--- src/rtl/dmem_pkg.sv ---
// ----------------------------------------------------------------------------
// dmem_pkg
// Shared definitions for the data-memory arbiter slice:
//   - DEFAULT_ADDR_W : default word-address width (256 words)
//   - size_e         : access size encoding on the a_size / b_size ports
//   - state_e        : arbiter FSM state encoding
// ----------------------------------------------------------------------------
package dmem_pkg;

    localparam int DEFAULT_ADDR_W = 8;

    typedef enum logic [1:0] {
        SIZE_BYTE    = 2'b00,
        SIZE_HALF    = 2'b01,
        SIZE_WORD    = 2'b10,
        SIZE_ILLEGAL = 2'b11
    } size_e;

    typedef enum logic [1:0] {
        ST_IDLE  = 2'b00,
        ST_ISSUE = 2'b01,
        ST_RESP  = 2'b10
    } state_e;

endpackage

--- src/rtl/dmem_lane_steer.sv ---
// ----------------------------------------------------------------------------
// dmem_lane_steer
// Combinational byte-lane logic for a 32-bit little-endian data memory.
// Ports:
//   size          in  2   access size (size_e encoding)
//   lane          in  2   byte address bits [1:0]
//   wdata         in  32  right-aligned store data
//   rdata         in  32  raw word read from memory
//   be            out 4   byte-lane enables for a write of this size/lane
//   wdata_steered out 32  store data replicated onto every candidate lane
//   rdata_ext     out 32  addressed byte/halfword, zero-extended; word as-is
// An illegal size yields all-zero outputs.
// ----------------------------------------------------------------------------
module dmem_lane_steer
    import dmem_pkg::*;
(
    input  logic [1:0]  size,
    input  logic [1:0]  lane,
    input  logic [31:0] wdata,
    input  logic [31:0] rdata,
    output logic [3:0]  be,
    output logic [31:0] wdata_steered,
    output logic [31:0] rdata_ext
);

    logic [31:0] rdata_shift;

    always_comb begin
        // NOTE: every output gets a default before the case so no path
        // leaves a variable unassigned, which would otherwise infer a latch.
        be            = 4'b0000;
        wdata_steered = 32'd0;
        rdata_ext     = 32'd0;
        rdata_shift   = rdata >> {lane, 3'b000};

        case (size_e'(size))
            SIZE_BYTE: begin
                be            = 4'b0001 << lane;
                wdata_steered = {4{wdata[7:0]}};
                rdata_ext     = {24'd0, rdata_shift[7:0]};
            end
            SIZE_HALF: begin
                be            = lane[1] ? 4'b1100 : 4'b0011;
                wdata_steered = {2{wdata[15:0]}};
                rdata_ext     = {16'd0, (lane[1] ? rdata[31:16] : rdata[15:0])};
            end
            SIZE_WORD: begin
                be            = 4'b1111;
                wdata_steered = wdata;
                rdata_ext     = rdata;
            end
            default: ;
        endcase
    end

endmodule

--- src/rtl/dmem_arbiter.sv ---
// ----------------------------------------------------------------------------
// dmem_arbiter
// Two-port (A = CPU load/store, B = debug/loader) round-robin arbiter in
// front of a single-ported, 1-cycle-latency word memory. Each transaction
// walks IDLE -> ISSUE -> RESP; all outputs are registered.
// Ports:
//   clk, rst_n                  clock, async active-low reset
//   x_req/we/size/addr/wdata    request from port x (x = a, b), held to done
//   x_done                      one-cycle completion pulse
//   x_err                       illegal size, misaligned or out of range
//   x_rdata                     zero-extended load data, held between dones
//   mem_en/we/addr/be/wdata     memory strobe, write enable, word address,
//                               byte lanes, lane-steered write data
//   mem_rdata                   memory read data, valid cycle after mem_en
// ----------------------------------------------------------------------------
module dmem_arbiter
    import dmem_pkg::*;
#(
    parameter int ADDR_W = DEFAULT_ADDR_W,
    parameter int DATA_W = 32
) (
    input  logic              clk,
    input  logic              rst_n,

    input  logic              a_req,
    input  logic              a_we,
    input  logic [1:0]        a_size,
    input  logic [31:0]       a_addr,
    input  logic [DATA_W-1:0] a_wdata,
    output logic              a_done,
    output logic              a_err,
    output logic [DATA_W-1:0] a_rdata,

    input  logic              b_req,
    input  logic              b_we,
    input  logic [1:0]        b_size,
    input  logic [31:0]       b_addr,
    input  logic [DATA_W-1:0] b_wdata,
    output logic              b_done,
    output logic              b_err,
    output logic [DATA_W-1:0] b_rdata,

    output logic              mem_en,
    output logic              mem_we,
    output logic [ADDR_W-1:0] mem_addr,
    output logic [3:0]        mem_be,
    output logic [DATA_W-1:0] mem_wdata,
    input  logic [DATA_W-1:0] mem_rdata
);

    // Size/alignment/range legality of one request.
    function automatic logic is_legal(input logic [1:0] size, input logic [31:0] addr);
        logic ok;
        case (size_e'(size))
            SIZE_BYTE: ok = 1'b1;
            SIZE_HALF: ok = ~addr[0];
            SIZE_WORD: ok = (addr[1:0] == 2'b00);
            default:   ok = 1'b0;
        endcase
        if ((addr >> (ADDR_W + 2)) != 32'd0) ok = 1'b0;
        return ok;
    endfunction

    state_e      state;
    logic        last_b;      // 1: B was granted last, so A wins a tie

    // Transaction captured on IDLE->ISSUE, used to complete it in RESP.
    logic        txn_b;
    logic        txn_we;
    logic        txn_err;
    logic [1:0]  txn_size;
    logic [1:0]  txn_lane;

    // Winner selection and request mux (only meaningful in IDLE).
    logic        grant_b;
    logic        win_we;
    logic [1:0]  win_size;
    logic [31:0] win_addr;
    logic [31:0] win_wdata;
    logic        win_legal;

    assign grant_b   = b_req && (!a_req || !last_b);
    assign win_we    = grant_b ? b_we    : a_we;
    assign win_size  = grant_b ? b_size  : a_size;
    assign win_addr  = grant_b ? b_addr  : a_addr;
    assign win_wdata = grant_b ? b_wdata : a_wdata;
    assign win_legal = is_legal(win_size, win_addr);

    // One steering block serves both phases: in IDLE it steers the winner's
    // store data; in RESP it extracts read data using the captured size/lane.
    logic [1:0]  steer_size;
    logic [1:0]  steer_lane;
    logic [3:0]  steer_be;
    logic [31:0] steer_wdata;
    logic [31:0] steer_rdata;

    assign steer_size = (state == ST_IDLE) ? win_size      : txn_size;
    assign steer_lane = (state == ST_IDLE) ? win_addr[1:0] : txn_lane;

    dmem_lane_steer u_lane_steer (
        .size          (steer_size),
        .lane          (steer_lane),
        .wdata         (win_wdata),
        .rdata         (mem_rdata),
        .be            (steer_be),
        .wdata_steered (steer_wdata),
        .rdata_ext     (steer_rdata)
    );

    // NOTE: all state below uses non-blocking assignments so every register
    // samples the pre-edge values regardless of statement order.
    always_ff @(posedge clk or negedge rst_n) begin
        if (!rst_n) begin
            state     <= ST_IDLE;
            last_b    <= 1'b1;
            txn_b     <= 1'b0;
            txn_we    <= 1'b0;
            txn_err   <= 1'b0;
            txn_size  <= 2'b00;
            txn_lane  <= 2'b00;
            mem_en    <= 1'b0;
            mem_we    <= 1'b0;
            mem_addr  <= '0;
            mem_be    <= 4'b0000;
            mem_wdata <= '0;
            a_done    <= 1'b0;
            a_err     <= 1'b0;
            a_rdata   <= '0;
            b_done    <= 1'b0;
            b_err     <= 1'b0;
            b_rdata   <= '0;
        end else begin
            a_done <= 1'b0;
            b_done <= 1'b0;

            case (state)
                ST_IDLE: begin
                    if (a_req || b_req) begin
                        state     <= ST_ISSUE;
                        last_b    <= grant_b;
                        txn_b     <= grant_b;
                        txn_we    <= win_we;
                        txn_err   <= ~win_legal;
                        txn_size  <= win_size;
                        txn_lane  <= win_addr[1:0];
                        mem_en    <= win_legal;
                        mem_we    <= win_legal && win_we;
                        mem_be    <= (win_legal && win_we) ? steer_be : 4'b0000;
                        mem_addr  <= win_addr[ADDR_W+1:2];
                        mem_wdata <= steer_wdata;
                    end
                end

                ST_ISSUE: begin
                    state  <= ST_RESP;
                    mem_en <= 1'b0;
                    mem_we <= 1'b0;
                    mem_be <= 4'b0000;
                end

                ST_RESP: begin
                    state <= ST_IDLE;
                    // Only legal reads replace the load data; errors and
                    // stores leave the last load result visible.
                    if (txn_b) begin
                        b_done <= 1'b1;
                        b_err  <= txn_err;
                        if (!txn_err && !txn_we) b_rdata <= steer_rdata;
                    end else begin
                        a_done <= 1'b1;
                        a_err  <= txn_err;
                        if (!txn_err && !txn_we) a_rdata <= steer_rdata;
                    end
                end

                default: state <= ST_IDLE;
            endcase
        end
    end

endmodule

--- config.mk ---
export PLATFORM = sky130hd
export DESIGN_NAME = dmem_arbiter
export DESIGN_NICKNAME = d
export VERILOG_FILES = /design/src/rtl/dmem_pkg.sv /design/src/rtl/dmem_lane_steer.sv /design/src/rtl/dmem_arbiter.sv
export SDC_FILE = /design/constraint.sdc
export NUM_CORES = 1
export LEC_CHECK = 0
export BUFFER_PORTS_ARGS = -buffer_cell sky130_fd_sc_hd__buf_4
export CAP_MARGIN = 10
export CORE_ASPECT_RATIO = 0.8
export CORE_UTILIZATION = 44
export CTS_CLUSTER_DIAMETER = 50
export CTS_CLUSTER_SIZE = 30
export DETAILED_ROUTE_END_ITERATION = 6
export MAX_ROUTING_LAYER = met4
export PLACE_DENSITY = 0.89
export SYNTH_ARGS = -nofsm -noshare
export SYNTH_HDL_FRONTEND = slang
export SYNTH_HIERARCHICAL = 1
export SYNTH_SLANG_ARGS = --single-unit
--- constraint.sdc ---
create_clock -name clk -period 2.15 [get_ports clk]
set_input_delay 0 -clock clk [delete_from_list [all_inputs] [get_ports clk]]
set_output_delay 0 -clock clk [all_outputs]
set_load 0.01 [all_outputs]
* After elaboration in Yosys (flattened, before gate mapping)
Cells that the tools add are included.
** Operators by class
- Eq/ne operators :: 7
- Shift-type cells :: 2
- Mux-type cells :: 26
- Bitwise operators :: 3
- Reduce and logical (&&, ||, !) cells :: 21
** Operator list (number)
- case mux 32 bit (3 select lines) :: 2
- 2-to-1 mux 32 bit :: 2
- nonzero test 32 bit :: 1
- right shift 32 x 5 -> 8 bit :: 1
- 2-to-1 mux 16 bit :: 1
- 2-to-1 mux 4 bit :: 3
- case mux 4 bit (3 select lines) :: 1
- logical NOT 2 bit :: 4
- 2-to-1 mux 1 bit :: 8
- 2-to-1 mux 2 bit :: 4
- case mux 4 bit (2 select lines) :: 1
- AND reduction 2 bit :: 4
- equality test 2 x 1 -> 1 bit (second input constant) :: 3
- equality test 2 bit (second input constant) :: 3
- AND reduction 3 bit :: 2
- logical NOT 1 bit :: 4
- case mux 1 bit (2 select lines) :: 2
- case mux 2 bit (2 select lines) :: 1
- << shifter 1 x 2 -> 4 bit (first input constant) :: 1
- logical AND 1 bit :: 3
- inverter 1 bit :: 3
- case mux 1 bit (3 select lines) :: 1
- logical OR 1 bit :: 2
- inequality test 2 x 1 -> 1 bit (second input constant) :: 1
- nonzero test 2 bit :: 1
** Word-level totals
- Flip-flop bits (word level) :: 124
- Output and inout bits :: 114

* Depth between registers and ports, before layout
Gate-level depths: netlist of the first run.
- Depth after elaboration :: 11
- Gate-level depth with buffers :: 10

* By module
The synthesis of the first run kept the hierarchy.
** By module, submodules not included
- dmem_arbiter :: instances 1, cells each 367, area an instance 5356.4 um^2
- dmem_lane_steer :: instances 1, cells each 193, area an instance 1313.8 um^2

* Worst setup path before layout of the first run
Ideal clock, no wire load.
- Kind :: register to register
- From :: register last_b
- To :: register a_rdata[3]
- Setup time :: 0.128 ns
- Arrival :: 2.255 ns
- Data required time :: 2.022 ns
- Slack :: -0.233 ns
- Stages on the path, launching flop included :: 10
- Buffers on the path :: 2
- Clock period less this slack :: 2.383 ns
- Cell sequence :: dfstp_2 a21boi_4 buf_6 mux2i_1 a21oi_1 buf_6 mux2_4 a22oi_2 o221ai_1 mux2_1
** Between the ends
- Cells in the longest elaborated chain, start to end :: 7
- Elaborated cells between the ends (all ways) :: 13
- Classes of those cells :: 2 x eq/ne; 1 x shift; 6 x mux; 4 x reduce/logical
** RTL lines
- from (decl) :: line dmem_arbiter.sv:65 : logic last_b;
- from (signal assigned) :: line dmem_arbiter.sv:140 : last_b <= grant_b;
- logical NOT 1 bit * :: line dmem_arbiter.sv:82 : assign grant_b = b_req && (!a_req || !last_b);
- logical OR 1 bit * :: line dmem_arbiter.sv:82
- logical AND 1 bit * :: line dmem_arbiter.sv:82
- 2-to-1 mux 32 bit * :: line dmem_arbiter.sv:85 : assign win_addr = grant_b ? b_addr : a_addr;
- 2-to-1 mux 2 bit * :: line dmem_arbiter.sv:98 : assign steer_lane = (state == ST_IDLE) ? win_addr[1:0] : txn_lane;
- via steer_lane[1] :: line dmem_arbiter.sv:92 : logic [1:0] steer_lane;
- right shift 32 x 5 -> 8 bit / 2-to-1 mux 16 bit (equally long branches) :: line dmem_lane_steer.sv:34, dmem_lane_steer.sv:45
- case mux 32 bit (3 select lines) * :: line dmem_lane_steer.sv:36 : case (size_e'(size))
- via steer_rdata[3] :: line dmem_arbiter.sv:95 : logic [31:0] steer_rdata;
- to (signal assigned) :: line dmem_arbiter.sv:172 : if (!txn_err && !txn_we) a_rdata <= steer_rdata;
- to (decl) :: line dmem_arbiter.sv:32 : output logic [DATA_W-1:0] a_rdata,
The timed path passes the listed nets; every way through them passes the cells marked *.
A chain may end at the register's enable or synchronous reset.

* Worst setup path in the final report of the first run
- From :: register last_b
- To :: register b_rdata[29]
** Between the ends
- Cells in the longest elaborated chain, start to end :: 7
- Elaborated cells between the ends (all ways) :: 9
- Classes of those cells :: 2 x eq/ne; 3 x mux; 4 x reduce/logical
** RTL lines
- logical NOT 1 bit * :: line dmem_arbiter.sv:82
- logical OR 1 bit * :: line dmem_arbiter.sv:82
- logical AND 1 bit * :: line dmem_arbiter.sv:82
- 2-to-1 mux 2 bit * :: line dmem_arbiter.sv:84 : assign win_size = grant_b ? b_size : a_size;
- 2-to-1 mux 2 bit * :: line dmem_arbiter.sv:97 : assign steer_size = (state == ST_IDLE) ? win_size : txn_size;
- via steer_size[1] :: line dmem_arbiter.sv:91 : logic [1:0] steer_size;
- equality test 2 bit (tied with other cells) :: line dmem_lane_steer.sv:36
- case mux 32 bit (3 select lines) * :: line dmem_lane_steer.sv:36
- via steer_rdata[29] :: line dmem_arbiter.sv:95
- to (signal assigned) :: line dmem_arbiter.sv:168 : if (!txn_err && !txn_we) b_rdata <= steer_rdata;
- to (decl) :: line dmem_arbiter.sv:41 : output logic [DATA_W-1:0] b_rdata,
Marked as above.

==> results_dict.tcl, run 1 <==
set metrics [dict create \
    yosys.cell_types.count 52 \
    detail_route_antenna_nets 0 \
    fin_crit_sh 1.10 \
    worst-slew-pin-transition_ns 0.816 \
    grt_first_pass_wirelength_um 33600 \
    numClockSinks 124 \
    min-delay-path-class "in -> reg" \
    fraction_of_the_yosys_area_taken_by_sequential_cells 0.465 \
    timing_max_transition_violations_final 0 \
    vias 6176 \
    routed_wl_um 22400 \
    clock_latency_ns 0.41 \
    post-route-cell-area_um2 10800 \
    routed_via_density 5.41 \
    slew_margin_rel 0.454 \
    post_synth_fa_ha_maj_area_fraction 0 \
    fmax_mhz 422 \
    final_layout_size_suffix_gt1_frac 0.472 \
    status "finished with violations" \
    violations "negative setup slack" \
    layout.cells.most_common "buf_4" \
    drt_first_iter_violations 321 \
    worst_setup_hold_path_clk_slew_ns 0.06 \
    ff2ff_setup_slack_ns -0.22 \
    synthToLayoutAreaGrowth_pct 62.0 \
    core_area_um2 14500 \
    post_route_minimum_period_ns 2.37 \
    synth_async_sr_flop_share 1.00 \
    clockBufferDepth 2 \
    htree_num_levels 4 \
    drt_pass1_iterations 5 \
    syn_inst 560 \
    setup-violations-final 100 \
    worst_ep_required_time_ns 2.49 \
    crit_path_start_kind "flip-flop" \
    gr-usage-met1 0.338 \
    synth_top_area_cell "dfrtp_1" \
    floorplan.initialDensity 0.459 \
    die_height_um 112 \
    synth.yosys.warnings 6 \
    clock_root_buffer "clkbuf_16" \
    cellPowerDensity_nw_per_um2 1200 \
    unrepaired_setup_endpoints_after_global_routing "yes" \
    cts_made_buffers 17 \
    worstRegToRegCells 6 \
    timing.final.hold_violations 0 \
    complex_gate_fraction_of_the_synthesized_area 0.107 \
    top_usage_layer "met2" \
    p_leak_nw 5.47 \
    die_width_um 140 \
    setup_tns_ns -11.85 \
    grt_max_degree 125 \
    layout_common_cells "buf_4, dfrtp_1, mux2_1" \
    groute.usage.overall 0.289 \
    max_cap_viol_count 0 \
    worst_hold_path_depth 4 \
    worst_path_setup_slack_after_routing_ns -0.218 \
    port_buffers 283 \
    path_type_of_the_worst_setup_path "reg -> reg" \
    number_of_global_route_vias_before_repair 6453 \
    cts_tree "done" \
    row_count 39 \
    drt-wirelength-per-cell_um 19.6 \
    synthesis.nets 730 \
    gp_congestion 0.861 \
    post_synth_top_flop "dfrtp_1" \
    place_hpwl_um 14700 \
    drcViolationCount 0 \
    number_of_synthesized_flops_with_an_enable_pin 0 \
    fin_skew_ns 0.00734 \
    post_dp_cell_area_um2 9250 \
    ir_worst_vdd_mv 0.750 \
    synth_top_family_by_area "multiplexers" \
    grt.overflow.total 0 \
    worstPathArrival_ns 2.71 \
    ys_ff_latch 124 \
    synth_simple_gate_area_share 0.113 \
    gr-usage-met3 0.0614 \
    timing.critical_path.fanout_max 16 \
    post_synth_main_area_contributors "dfrtp_1, mux2_1, mux2i_1" \
    finalCoreUtilization 0.743 \
    post_synth_instance_area_um2 6670 \
    avgSynthCellArea_um2 11.9 \
    worstSetupEndpointType "flip-flop" \
    synth_xor_xnor_area_share 0 \
    post-synth-top-area-fraction 0.461 \
    synthMuxAreaShare 0.277 \
    final_nets 1113 \
    ioPinCount 284 \
    number_of_antenna_violations_at_the_first_check_in_global_routing 1 \
    dieArea_um2 15700 \
    use_met2 0.488 \
]
[critical path, stage by stage (launching register included)]
cell      delay (ns)
dfstp_2         0.56
a21boi_4        0.10
mux2i_2         0.19
a21oi_4         0.28
nor2b_2         0.74
and2_1          0.24
mux2_1          0.19
[metrics by stage]
stage,power (W),hold WS [ns],setup WS (ns),std cells
finish,0.0130,0.0195,-0.218,1141
global route,0.0137,0.0383,-0.293,1141
CTS,0.0123,0.00212,-0.155,1125
detailed placement,0.00899,0.152,-0.193,1035
global placement,0.00883,0.152,-0.144,1035
floorplan,0.00658,-0.296,-0.115,560
[cell type report]
type	count	area, µm²
Fill cell	968	3740
Multi-Input combinational cell	397	3500
Clock inverter	14	170
Timing Repair Buffer	400	3350
Sequential cell	124	3100
Inverter	3	11.3
Tap cell	184	230
Clock buffer	18	439
Antenna cell	1	2.50
[kinds of logic after synthesis]
| kind of cell | count (synthesis) |
|---|---|
| AO/OA/AOI/OAI | 105 |
| buffers and inverters | 40 |
| flip-flops | 124 |
| multiplexers | 166 |
| AND/OR/NAND/NOR | 125 |
[registers in the layout, indices dropped and copies added, names as in the netlist, 2 cells and up]
register and cells:
a_rdata 32, b_rdata 32, mem_wdata 32, mem_addr 8, mem_be 4, state 2, txn_lane 2, txn_size 2
[report_power, final]
group	switching [W]	internal [W]
clock	0.00110	0.00185
combinational	0.00345	0.00354
sequential	0.000261	0.00281
total	0.00481	0.00821
[worst paths after layout]
check,from,to
max,last_b,b_rdata[29]
min,a_wdata[16],mem_wdata[16]
max reg2reg,last_b,b_rdata[29]
min reg2reg,txn_b,a_done
max in group asynchronous,rst_n,state[1]
min in group asynchronous,rst_n,mem_addr[0]
[repair_timing]
action | in CTS | in global routing
cloned | 1 | 1
endpoints found under the hold margin | 193 | 0
setup endpoints to repair | 94 | 103
pin swaps | 13 | 2
hold buffers | 57 | 0
gates resized for setup | 23 | 30
buffers inserted | 1 | 14
[cells in the mapped netlist (all sizes together), types with 4 or more instances]
| cell type | count |
|---|---|
| dfrtp | 123 |
| mux2i | 29 |
| a21oi | 36 |
| a21o | 9 |
| and2 | 26 |
| nand2 | 23 |
| mux2 | 137 |
| nor2b | 27 |
| a22oi | 7 |
| a22o | 4 |
| nand3b | 7 |
| o221ai | 8 |
| o21ai | 27 |
| nor2 | 22 |
| buf | 33 |
| nor4 | 7 |
| clkbuf | 4 |
| o21a | 4 |
[metal layers]
metal	routed length (µm)	up-vias
met5	0	-
met2	11100	287
li1	-	2792
met4	608	0
met3	1430	46
met1	9280	3051
Note: power is estimated with default switching activity, not from simulation.
==> run 2, diff against run 1 <==
--- a/config.mk
+++ b/config.mk
@@ -8,12 +8,11 @@
 export BUFFER_PORTS_ARGS = -buffer_cell sky130_fd_sc_hd__buf_4
 export CAP_MARGIN = 10
 export CORE_ASPECT_RATIO = 0.8
-export CORE_UTILIZATION = 44
+export CORE_UTILIZATION = 40
 export CTS_CLUSTER_DIAMETER = 50
 export CTS_CLUSTER_SIZE = 30
 export DETAILED_ROUTE_END_ITERATION = 6
-export MAX_ROUTING_LAYER = met4
-export PLACE_DENSITY = 0.89
+export PLACE_DENSITY = 0.83
 export SYNTH_ARGS = -nofsm -noshare
 export SYNTH_HDL_FRONTEND = slang
 export SYNTH_HIERARCHICAL = 1
==> results_dict.tcl, run 2 (synthesized netlist as in run 1, its figures left out) <==
set metrics [dict create \
    status "finished with violations" \
    violations "negative setup slack" \
    path_cells "a21boi_4 > buf_12 > mux2i_4 > a21oi_4 > buf_12 > mux2_4 > a22oi_2 > o221ai_2 > mux2_4" \
    groute.usage.overall 0.283 \
    drt_first_iter_violations 337 \
    timing_max_transition_violations_final 0 \
    design_power_total_w 0.0148 \
    final_layout_size_suffix_gt1_frac 0.635 \
    clock_root_buffer "clkbuf_16" \
    fillCellCount 1054 \
    clock_latency_ns 0.42 \
    detail_route_antenna_nets 0 \
    core_area_um2 16100 \
    place_hpwl_um 15200 \
    routed_wl_um 25200 \
    layout.cells.most_common "buf_4" \
    register_area_um2 3100 \
    grt.overflow.total 0 \
    number_of_antenna_violations_at_the_first_check_in_global_routing 0 \
    grt_max_degree 64 \
    port_buffers 283 \
    fin_skew_ns 0.0101 \
    multi_input_comb_area_um2 4200 \
    final_nets 1118 \
    post_route_minimum_period_ns 2.38 \
    worstSetupEndpointType "flip-flop" \
    drt-wirelength-per-cell_um 21.4 \
    worst-slew-pin-transition_ns 0.610 \
    dieArea_um2 17200 \
    row_count 41 \
    cts_tree "done" \
    setup-violations-final 80 \
    num_antenna_cells 0 \
    max_cap_viol_count 0 \
    registers_with_the_highest_flip_flop_counts "a_rdata: 32 flops, b_rdata: 32 flops, mem_wdata: 32 flops" \
    ioPinCount 284 \
    min-delay-path-class "in -> reg" \
    drcViolationCount 0 \
    unrepaired_setup_endpoints_after_global_routing "yes" \
    path_type_of_the_worst_setup_path "reg -> reg" \
    synthToLayoutAreaGrowth_pct 75.8 \
    setup_tns_ns -8.29 \
    worstPathArrival_ns 2.69 \
    die_width_um 146 \
    clockBufferDepth 2 \
    timing.final.hold_violations 0 \
    numClockSinks 124 \
    number_of_global_route_vias_before_repair 6577 \
    routed_via_density 5.45 \
    slew_margin_rel 0.594 \
    grt_first_pass_wirelength_um 36700 \
    cts_made_buffers 17 \
    htree_num_levels 4 \
    die_height_um 118 \
    fmax_mhz 419 \
    worst_setup_hold_path_clk_slew_ns 0.06 \
    crit_slowest_cell "dfstp_2" \
    fin_crit_sh 1.11 \
    worst_path_setup_slack_after_routing_ns -0.235 \
    gp_congestion 0.840 \
    dp.cells 1056 \
    vias 6411 \
    cellPowerDensity_nw_per_um2 1260 \
    critical-path-max-stage-delay_ns 0.56 \
    floorplan.initialDensity 0.415 \
    drt_pass1_iterations 5 \
    timing.critical_path.fanout_max 8 \
    ir_worst_vdd_mv 1.05 \
    crit_path_start_kind "flip-flop" \
    worst_ep_required_time_ns 2.45 \
    p_leak_nw 5.95 \
    layout_common_cells "buf_4, dfrtp_1, mux2_4" \
    post_layout_nonfiller_instances 1176 \
]
[run 2: cell count changes in the layout (fill, tap and decap cells not counted), moves of 13 or more]
| cell | delta |
|---|---|
| mux2_4 | +93 |
| o21ai_1 | +13 |
| a21oi_2 | +15 |
| and2_4 | +24 |
| o21ai_0 | -15 |
| and2_1 | -24 |
| a21oi_1 | -16 |
| mux2_1 | -88 |
[run 2: stage by stage]
stage	util	hold WS (ns)	area [µm²]	worst slack, ns
after floorplan	-	-0.296	6680	-0.115
after global placement	0.575	0.0377	9230	-0.284
after detailed placement	0.575	0.0412	9230	-0.325
after CTS	0.699	0.000833	11200	-0.206
after global routing	0.730	0.0287	11700	-0.256
final	0.730	0.0233	11700	-0.235
[run 2: area by class of cell]
class | count | area share
tap | 215 | 0.0229
clock buffer | 20 | 0.0372
inverter | 3 | 0.000960
timing repair buffer | 405 | 0.305
sequential | 124 | 0.265
multi-input combinational | 397 | 0.358
clock inverter | 12 | 0.0106
[run 2: worst paths after layout]
check / start / end / slack (ns) / cells past startpoint
setup / recovery: last_b / a_rdata[0] / -0.23 / 9
hold reg to reg: txn_b / a_done / 0.48 / 1
max in group asynchronous: rst_n / txn_size[1] / 1.25 / 3
hold / removal: mem_rdata[12] / a_rdata[12] / 0.02 / 4
setup reg to reg: last_b / a_rdata[0] / -0.23 / 9
min in group asynchronous: rst_n / a_rdata[18] / 0.13 / 2
[run 2: layer usage]
metal,vias up,wire (µm),GRT usage
li1,2813,-,-
met1,3212,10300,0.344
met2,330,12500,0.485
met3,56,1740,0.0725
met4,0,691,0.0977
met5,-,0,0
[run 2: worst max-delay path, delay by kind of cell (launching register included)]
family | cells | cell delay [ns]
AOI/OAI and AO/OA | 4 | 0.58
DFF | 1 | 0.56
muxes | 3 | 0.81
buffers and inverters | 2 | 0.30
[run 2: power breakdown]
group / internal, W / switching (W)
clock: 0.00169 / 0.00106
combinational: 0.00476 / 0.00419
sequential: 0.00282 / 0.000268
total: 0.00927 / 0.00553
[run 2: repair_timing]
action	4_1_cts	5_1_grt
gates resized for setup	168	111
pin swaps	25	42
setup buffers	16	17
gates cloned	7	2
endpoints found under the hold margin	101	0
hold buffers	52	0
endpoints found under the setup margin	96	101
